$ cat src/rtl/data_mem_arbiter_pkg.sv
// Shared types and default sizing for the two-master data-memory arbiter.
package data_mem_arbiter_pkg;

  typedef enum logic {
    MASTER_CORE = 1'b0,
    MASTER_AUX  = 1'b1
  } mem_master_e;

  localparam int unsigned DEF_ADDR_WIDTH      = 32;
  localparam int unsigned DEF_DATA_WIDTH      = 32;
  localparam int unsigned DEF_MAX_OUTSTANDING = 2;

endpackage

$ cat src/rtl/data_mem_arbiter_arb_id_fifo.sv
// Small synchronous FIFO holding the issuing-master ID of each granted request.
module data_mem_arbiter_arb_id_fifo #(
  parameter int unsigned DEPTH = 2,
  parameter int unsigned WIDTH = 1
) (
  input  logic             clk_i,
  input  logic             rst_ni,
  input  logic             push_i,
  input  logic [WIDTH-1:0] data_i,
  input  logic             pop_i,
  output logic [WIDTH-1:0] head_o,
  output logic             full_o,
  output logic             empty_o
);

  localparam int unsigned PTR_W = (DEPTH > 1) ? $clog2(DEPTH) : 1;
  localparam int unsigned CNT_W = $clog2(DEPTH + 1);
  localparam logic [PTR_W-1:0] PTR_MAX = PTR_W'(DEPTH - 1);

  logic [WIDTH-1:0] mem_q [DEPTH];
  logic [PTR_W-1:0] wr_ptr_q, wr_ptr_d;
  logic [PTR_W-1:0] rd_ptr_q, rd_ptr_d;
  logic [CNT_W-1:0] count_q, count_d;
  logic             do_push, do_pop;

  function automatic logic [PTR_W-1:0] ptr_inc(input logic [PTR_W-1:0] p);
    return (p == PTR_MAX) ? '0 : p + 1'b1;
  endfunction

  // Full/empty come from the registered count, so a pop frees a slot only next cycle.
  assign full_o  = (count_q == CNT_W'(DEPTH));
  assign empty_o = (count_q == '0);
  assign do_push = push_i & ~full_o;
  assign do_pop  = pop_i & ~empty_o;
  assign head_o  = mem_q[rd_ptr_q];

  always_comb begin
    wr_ptr_d = wr_ptr_q;
    rd_ptr_d = rd_ptr_q;
    count_d  = count_q;
    if (do_push) wr_ptr_d = ptr_inc(wr_ptr_q);
    if (do_pop)  rd_ptr_d = ptr_inc(rd_ptr_q);
    if (do_push && !do_pop)      count_d = count_q + 1'b1;
    else if (do_pop && !do_push) count_d = count_q - 1'b1;
  end

  always_ff @(posedge clk_i or negedge rst_ni) begin
    if (!rst_ni) begin
      wr_ptr_q <= '0;
      rd_ptr_q <= '0;
      count_q  <= '0;
      for (int i = 0; i < int'(DEPTH); i++) mem_q[i] <= '0;
    end else begin
      wr_ptr_q <= wr_ptr_d;
      rd_ptr_q <= rd_ptr_d;
      count_q  <= count_d;
      if (do_push) mem_q[wr_ptr_q] <= data_i;
    end
  end

endmodule

$ cat src/rtl/data_mem_arbiter.sv
// Round-robin arbiter sharing one data-memory port between the core LSU and an aux master;
// responses are routed back by an in-order ID FIFO.
module data_mem_arbiter
  import data_mem_arbiter_pkg::*;
#(
  parameter int unsigned ADDR_WIDTH      = DEF_ADDR_WIDTH,
  parameter int unsigned DATA_WIDTH      = DEF_DATA_WIDTH,
  parameter int unsigned MAX_OUTSTANDING = DEF_MAX_OUTSTANDING
) (
  input  logic                    clk_i,
  input  logic                    rst_ni,

  input  logic                    m0_req_i,
  output logic                    m0_gnt_o,
  output logic                    m0_rvalid_o,
  input  logic [ADDR_WIDTH-1:0]   m0_addr_i,
  input  logic                    m0_we_i,
  input  logic [DATA_WIDTH/8-1:0] m0_be_i,
  input  logic [DATA_WIDTH-1:0]   m0_wdata_i,
  output logic [DATA_WIDTH-1:0]   m0_rdata_o,
  output logic                    m0_err_o,

  input  logic                    m1_req_i,
  output logic                    m1_gnt_o,
  output logic                    m1_rvalid_o,
  input  logic [ADDR_WIDTH-1:0]   m1_addr_i,
  input  logic                    m1_we_i,
  input  logic [DATA_WIDTH/8-1:0] m1_be_i,
  input  logic [DATA_WIDTH-1:0]   m1_wdata_i,
  output logic [DATA_WIDTH-1:0]   m1_rdata_o,
  output logic                    m1_err_o,

  output logic                    mem_req_o,
  input  logic                    mem_gnt_i,
  input  logic                    mem_rvalid_i,
  output logic [ADDR_WIDTH-1:0]   mem_addr_o,
  output logic                    mem_we_o,
  output logic [DATA_WIDTH/8-1:0] mem_be_o,
  output logic [DATA_WIDTH-1:0]   mem_wdata_o,
  input  logic [DATA_WIDTH-1:0]   mem_rdata_i,
  input  logic                    mem_err_i,

  output logic                    protocol_err_o
);

  mem_master_e sel_q, sel_d;
  mem_master_e lock_sel_q, lock_sel_d;
  mem_master_e arb_sel, cur_sel, head_sel;
  logic        lock_q, lock_d;
  logic        perr_q, perr_d;
  logic        sel_req, grant;
  logic        fifo_full, fifo_empty, fifo_pop, fifo_head;

  // Round-robin on conflict; a stalled request keeps its master until granted.
  always_comb begin
    arb_sel = sel_q;
    if (m0_req_i && m1_req_i) arb_sel = (sel_q == MASTER_CORE) ? MASTER_AUX : MASTER_CORE;
    else if (m0_req_i)        arb_sel = MASTER_CORE;
    else if (m1_req_i)        arb_sel = MASTER_AUX;
    cur_sel = lock_q ? lock_sel_q : arb_sel;
  end

  assign sel_req   = (cur_sel == MASTER_CORE) ? m0_req_i : m1_req_i;
  assign mem_req_o = sel_req & ~fifo_full;
  assign grant     = mem_req_o & mem_gnt_i;
  assign m0_gnt_o  = grant & (cur_sel == MASTER_CORE);
  assign m1_gnt_o  = grant & (cur_sel == MASTER_AUX);

  always_comb begin
    mem_addr_o  = '0;
    mem_we_o    = 1'b0;
    mem_be_o    = '0;
    mem_wdata_o = '0;
    if (mem_req_o) begin
      if (cur_sel == MASTER_CORE) begin
        mem_addr_o  = m0_addr_i;
        mem_we_o    = m0_we_i;
        mem_be_o    = m0_be_i;
        mem_wdata_o = m0_wdata_i;
      end else begin
        mem_addr_o  = m1_addr_i;
        mem_we_o    = m1_we_i;
        mem_be_o    = m1_be_i;
        mem_wdata_o = m1_wdata_i;
      end
    end
  end

  assign fifo_pop = mem_rvalid_i & ~fifo_empty;
  assign head_sel = mem_master_e'(fifo_head);

  always_comb begin
    m0_rvalid_o = 1'b0;
    m0_rdata_o  = '0;
    m0_err_o    = 1'b0;
    m1_rvalid_o = 1'b0;
    m1_rdata_o  = '0;
    m1_err_o    = 1'b0;
    if (fifo_pop) begin
      if (head_sel == MASTER_CORE) begin
        m0_rvalid_o = 1'b1;
        m0_rdata_o  = mem_rdata_i;
        m0_err_o    = mem_err_i;
      end else begin
        m1_rvalid_o = 1'b1;
        m1_rdata_o  = mem_rdata_i;
        m1_err_o    = mem_err_i;
      end
    end
  end

  data_mem_arbiter_arb_id_fifo #(
    .DEPTH (MAX_OUTSTANDING),
    .WIDTH (1)
  ) u_id_fifo (
    .clk_i   (clk_i),
    .rst_ni  (rst_ni),
    .push_i  (grant),
    .data_i  (cur_sel),
    .pop_i   (fifo_pop),
    .head_o  (fifo_head),
    .full_o  (fifo_full),
    .empty_o (fifo_empty)
  );

  always_comb begin
    sel_d      = grant ? cur_sel : sel_q;
    lock_d     = mem_req_o & ~mem_gnt_i;
    lock_sel_d = cur_sel;
    perr_d     = perr_q | (mem_rvalid_i & fifo_empty);
  end

  // sel_q resets to the aux master so the core wins the first conflict.
  always_ff @(posedge clk_i or negedge rst_ni) begin
    if (!rst_ni) begin
      sel_q      <= MASTER_AUX;
      lock_q     <= 1'b0;
      lock_sel_q <= MASTER_CORE;
      perr_q     <= 1'b0;
    end else begin
      sel_q      <= sel_d;
      lock_q     <= lock_d;
      lock_sel_q <= lock_sel_d;
      perr_q     <= perr_d;
    end
  end

  assign protocol_err_o = perr_q;

endmodule

$ cat config.mk
export PLATFORM = sky130hd
export DESIGN_NAME = data_mem_arbiter
export DESIGN_NICKNAME = d
export VERILOG_FILES = /design/src/rtl/data_mem_arbiter_pkg.sv /design/src/rtl/data_mem_arbiter_arb_id_fifo.sv /design/src/rtl/data_mem_arbiter.sv
export SDC_FILE = /design/constraint.sdc
export NUM_CORES = 1
export LEC_CHECK = 0
export ABC_AREA = 1
export BUFFER_PORTS_ARGS = -buffer_cell sky130_fd_sc_hd__buf_2
export CAP_MARGIN = 25
export CORE_AREA = 3 3 124 126
export CTS_CLUSTER_SIZE = 16
export DETAILED_ROUTE_END_ITERATION = 6
export DIE_AREA = 0 0 127 129
export SLEW_MARGIN = 5
export SYNTH_ARGS = -nofsm -noshare
export SYNTH_HDL_FRONTEND = slang
export SYNTH_SLANG_ARGS = --single-unit
$ cat constraint.sdc
create_clock -name clk_i -period 1.63 [get_ports clk_i]
set_input_delay 0.4075 -clock clk_i [delete_from_list [all_inputs] [get_ports clk_i]]
set_output_delay 0.4075 -clock clk_i [all_outputs]
set_load 0.01 [all_outputs]
==> results.toml, run 1 <==
[status]
status = "finished with violations"
violations = "negative setup slack"

[logic_synthesis]
yosys_warnings = 0
yosysUniqueCellTypes = 24
synth.largest_area_cell = "nand2_1"
synth_compound_area_frac = 0.181
synth_xor_area_frac = 0.0131
synth_top_area_frac = 0.295
syn-num-nets = 585
synthAdderAreaFrac = 0.00622
synth_area_um2 = 2010
synth_area_leaders = "nand2_1, a21oi_1, nor2_1, dfrtp_1, inv_1"
ys.flop_type = "dfrtp_1"
synth-edff-count = 0
yosysSeqAreaShare = 0.125
synthArstFlopShare = 1.00
synth_top_family_by_area = "simple AND/OR/NAND/NOR gates"
postSynthAreaPerCell_um2 = 4.94
synthMuxAreaShare = 0
synth.ff_latch_count = 10
yosys.area_share.simple = 0.486
syn_inst = 407

[finish]
final_cell_mix = "buf_2, nand2_1, buf_6, a21oi_2, nor2_4"
area_growth_pct = 192
multiInputGateArea_um2 = 2270
final_common_cell = "buf_2"
final_area_um2 = 5870
num_antenna_cells = 0
fillCellCount = 1456
drive_above_1_share = 0.734
regArea_um2 = 251
nets = 950

[power_and_ir_drop]
irDropWorstVdd_v = 0.000640
p_leak_nw = 3.10
powerDensity_nw_per_um2 = 1670

[critical_path]
crit_path_top_delay_cell = "dfstp_2"
cp_cell_sequence = "nand2_1 > nand3_2 > nand3_2 > nand2_4 > nand2_8 > buf_12 > a21oi_2 > buf_2"
slowest_delay_ns = 0.55
crit_fanout = 17
setup.worst_path.end_class = "primary output"
worst-endpoint-arrival_ns = 1.79
path_class = "reg -> out"
start_kind = "register"
crit_top_cell = "nand3_2"
cp.required_ns = 1.22

[hold_path]
min_path_type = "in -> async"

[global_routing]
grt_max_degree = 33
grt_pass1_wl_um = 17300
first_global_vias = 3670
antenna_found_initial = 0
overflow = 0
track_usage = 0.127

[route]
drc_errors = 0
vias_per_cell = 4.10
drt_iter0_markers = 80
drt-total-wl_um = 12800
antenna_left = 0
wl_per_cell_um = 13.4
drt-pass1-iter-count = 4
vias = 3920

[clocking]
cts-htree-levels = 1
holdBufCountCts = 0
numCtsBuffers = 3
cts_buffer_depth = 2
clock_sinks = 10
root_buffer = "clkbuf_16"
tritoncts = "done"
clkTransAtPathRegs_ns = 0.04
clk_latency_ns = 0.23

[sta]
slew_viol_final = 0
whs_ns = 0.0385
layout_setup_ws_ns = -0.565
max_freq_ghz = 0.456
hold_viol = 0
slew_headroom = 0.670
finalSetupTns_ns = -65.28
period_share = 1.35
period_needed_ns = 2.20
worstMarginPinSlew_ns = 0.495
setup_viol = 143
fin_skew_ns = 0.000889
grt_setup_unrepaired = "true"

[floorplan]
rows = 44
dieHeight_um = 129
core_area_um2 = 14400
dieArea_um2 = 16400
pin_count = 318
start_util = 0.139
die_w_um = 127

[placement]
portBuffers = 317
place.gp.congestion = 0.788
hpwl_um = 9360
placed_cell_area_um2 = 4560

[flow_run]
cap_viol_max_count = 0
synthesized netlist by cell type (4+ instances only):
cell type	instances
nand2_1	158
buf_2	13
nand3_1	4
buf_4	8
buf_6	7
dfrtp_1	9
inv_2	5
nor2_1	71
inv_1	42
nand4_1	4
a21oi_1	70
power breakdown:
part | internal [mW] | switching, mW
Combinational | 4.32 | 4.64
Sequential | 0.368 | 0.0675
Clock | 0.327 | 0.110
Total | 5.02 | 4.82
per-stage QoR:
step	power [mW]	setup slack [ns]	instances	utilization
global route	10.5	-0.643	955	0.407
CTS	9.11	-0.567	949	0.372
floorplan	4.47	-0.148	407	-
detailed placement	6.93	-0.371	924	0.316
finish	9.84	-0.565	955	0.407
global placement	6.92	-0.358	924	0.316
flip-flops by register name, indices dropped and copies added, names as in the netlist:
name and flops:
u_id_fifo.count_q 2, u_id_fifo.mem_q 2, lock_q 1, lock_sel_q 1
protocol_err_o 1, sel_q 1, u_id_fifo.rd_ptr_q 1, u_id_fifo.wr_ptr_q 1
cells by family (layout without fill, tap and decap cells):
family / count (synthesis) / after routing
AOI/OAI and AO/OA: 72 / 72
xor gates and xnor gates: 3 / 3
adders and majority gates: 1 / 1
and+or+nand+nor: 246 / 247
buffers and inverters: 75 / 438
DFF: 10 / 10
critical path, delay by kind of cell (launching register included):
family / cells / cell delay (ns)
AND/OR/NAND/NOR: 5 / 0.54
flip-flops: 1 / 0.55
buffers and inverters: 2 / 0.35
AO/OA/AOI/OAI: 1 / 0.11
layout make-up:
cell class              count  area share
inverters                  47      0.0322
well taps                 184      0.0392
flip-flops and latches     10      0.0428
repair buffers            387       0.486
clock buffers               4      0.0134
multi-input cells         323       0.386
metal layers:
layer / GRT usage / up-vias / share of wire
li1: - / 1977 / -
met3: 0.0237 / 8 / 0.075
met5: 0 / - / 0
met4: 0.0290 / 0 / 0.0085
met1: 0.146 / 1755 / 0.37
met2: 0.241 / 180 / 0.55
what timing repair did:
item,CTS,global route
pin swaps,6,12
hold endpoints to repair,0,0
setup endpoints to repair,141,145
gates cloned,9,2
resized for setup,94,107
setup buffers,14,11
final timing paths:
check,from,end,slack [ns],cells past startpoint
hold / removal,rst_ni,protocol_err_o$_DFF_PN0_,0.04,1
setup reg to reg,sel_q$_DFFE_PN1N_,u_id_fifo.count_q[1]$_DFFE_PN0P_,-0.41,11
max in group asynchronous,rst_ni,sel_q$_DFFE_PN1N_,1.33,1
min in group clk_i,mem_gnt_i,lock_q$_DFF_PN0_,0.46,2
setup / recovery,sel_q$_DFFE_PN1N_,mem_addr_o[29],-0.57,8
hold reg to reg,protocol_err_o$_DFF_PN0_,protocol_err_o$_DFF_PN0_,0.47,1
Note: power is estimated with default switching activity, not from simulation.
==> run 2, diff against run 1 <==
SKIP_CTS_REPAIR_TIMING = 1   (was not set)
==> run 2 against run 1 <==
Net effect: the run still ends with negative setup slack left; clock skew rose by 0.00062 ns; die area did not move; worst setup slack improved by 0.00065 ns; register-to-register slack barely moved; first-iteration DRC count rose by 5.0%; count of clock-buffer cells in the layout did not move; fmax barely moved; routed wire length fell by 1.4%; sequential cell count did not move; critical path type unchanged; critical endpoint is now mem_wdata_o[3]; largest cell class unchanged.
==> results.toml, run 2 (synthesized netlist as in run 1, its figures left out) <==
[status]
status = "finished with violations"
violations = "negative setup slack"

[hold_path]
min_path_type = "in -> async"

[clocking]
cts-htree-levels = 1
clock_sinks = 10
numCtsBuffers = 3
tritoncts = "done"
root_buffer = "clkbuf_16"
cts_buffer_depth = 2
clkTransAtPathRegs_ns = 0.04
clk_latency_ns = 0.23

[sta]
whs_ns = 0.0392
hold_viol = 0
fin_skew_ns = 0.00151
setup_viol = 141
max_freq_ghz = 0.456
period_share = 1.35
slew_viol_final = 0
layout_setup_ws_ns = -0.565
period_needed_ns = 2.19
grt_setup_unrepaired = "true"
slew_headroom = 0.660
worstMarginPinSlew_ns = 0.509

[critical_path]
cp.required_ns = 1.22
path_class = "reg -> out"
worst-endpoint-arrival_ns = 1.79
crit_top_cell = "clkbuf_16"
worst-r2r-setup-slack_ns = -0.41
start_kind = "register"
crit_fanout = 9
cp_cell_sequence = "inv_2 > nand2_2 > nand3_4 > nand2_4 > clkbuf_16 > clkbuf_16 > nand2_1 > a21oi_2 > buf_2"
slowest_delay_ns = 0.55
crit_path_top_delay_cell = "dfstp_2"
setup.worst_path.end_class = "primary output"

[floorplan]
core_area_um2 = 14400
dieHeight_um = 129
start_util = 0.139
rows = 44
dieArea_um2 = 16400
pin_count = 318
die_w_um = 127

[global_routing]
antenna_found_initial = 0
overflow = 0
grt_pass1_wl_um = 15500
first_global_vias = 3407
track_usage = 0.112
grt_max_degree = 33

[route]
vias_per_cell = 4.08
antenna_left = 0
vias = 3871
wl_per_cell_um = 13.3
drt_iter0_markers = 84
drt-pass1-iter-count = 4
drc_errors = 0
drt-total-wl_um = 12600

[finish]
instances_no_fill = 948
final_cell_mix = "buf_2, nand2_1, a21oi_2, buf_6, inv_1"
drive_above_1_share = 0.711
final_common_cell = "buf_2"
nets = 943
num_antenna_cells = 0
top_regs = "u_id_fifo.count_q: 2 flops, u_id_fifo.mem_q: 2 flops"
fillCellCount = 1513
area_growth_pct = 179

[power_and_ir_drop]
irDropWorstVdd_v = 0.000828
p_leak_nw = 3.05
powerDensity_nw_per_um2 = 1680

[placement]
place.gp.congestion = 0.788
place_ws_ns = -0.371
portBuffers = 317
hpwl_um = 9360
dp_cells = 924

[flow_run]
cap_viol_max_count = 0
[run 2: cell types whose count changed in the layout (fill, tap and decap cells not counted), sizes merged]
cell | previous run | this run
inv | 45 | 46
clkinv | 2 | 1
buf | 385 | 371
clkbuf | 6 | 13
[run 2: area by class of cell]
cell class / instances / area (um^2) / share of cell area
tap: 184 / 230 / 0.0410
inverter: 47 / 189 / 0.0337
clock buffer: 4 / 78.8 / 0.0141
sequential: 10 / 251 / 0.0448
timing repair buffer: 380 / 2690 / 0.479
multi-input combinational: 323 / 2170 / 0.387
[run 2: worst paths after layout]
path | endpoint | startpoint | cells past startpoint
setup / recovery | mem_wdata_o[3] | sel_q$_DFFE_PN1N_ | 9
hold / removal | protocol_err_o$_DFF_PN0_ | rst_ni | 1
setup reg to reg | u_id_fifo.count_q[1]$_DFFE_PN0P_ | sel_q$_DFFE_PN1N_ | 11
hold reg to reg | protocol_err_o$_DFF_PN0_ | protocol_err_o$_DFF_PN0_ | 1
max in group asynchronous | sel_q$_DFFE_PN1N_ | rst_ni | 1
min in group clk_i | lock_q$_DFF_PN0_ | mem_gnt_i | 2
[run 2: metal layers]
layer  up-vias  part of all wire  GRT usage
met5         -                 0          0
li1       1960                 -          -
met4         0            0.0099     0.0227
met3         6             0.081     0.0224
met2       182              0.54      0.210
met1      1723              0.37      0.133
[run 2: where the power goes]
group	internal, mW	switching, mW	total (mW)
clock network	0.327	0.109	0.436
registers	0.368	0.0675	0.435
logic	4.04	4.50	8.54
total	4.73	4.68	9.41
[run 2: worst max-delay path, delay by kind of cell, from the launching register on]
kind | cells | cell delay [ns]
flip-flops | 1 | 0.55
buffers and inverters | 4 | 0.52
AO/OA/AOI/OAI | 1 | 0.13
AND/OR/NAND/NOR | 4 | 0.34
[run 2: through the flow]
step | TNS, ns | area, um^2 | utilization | power, mW
floorplan | -8.18 | 2530 | - | 4.47
global placement | -26.24 | 4560 | 0.316 | 6.92
detailed placement | -26.96 | 4560 | 0.316 | 6.93
CTS | -60.89 | 4640 | 0.322 | 7.40
global route | -73.54 | 5610 | 0.389 | 10.1
finish | -61.17 | 5610 | 0.389 | 9.41
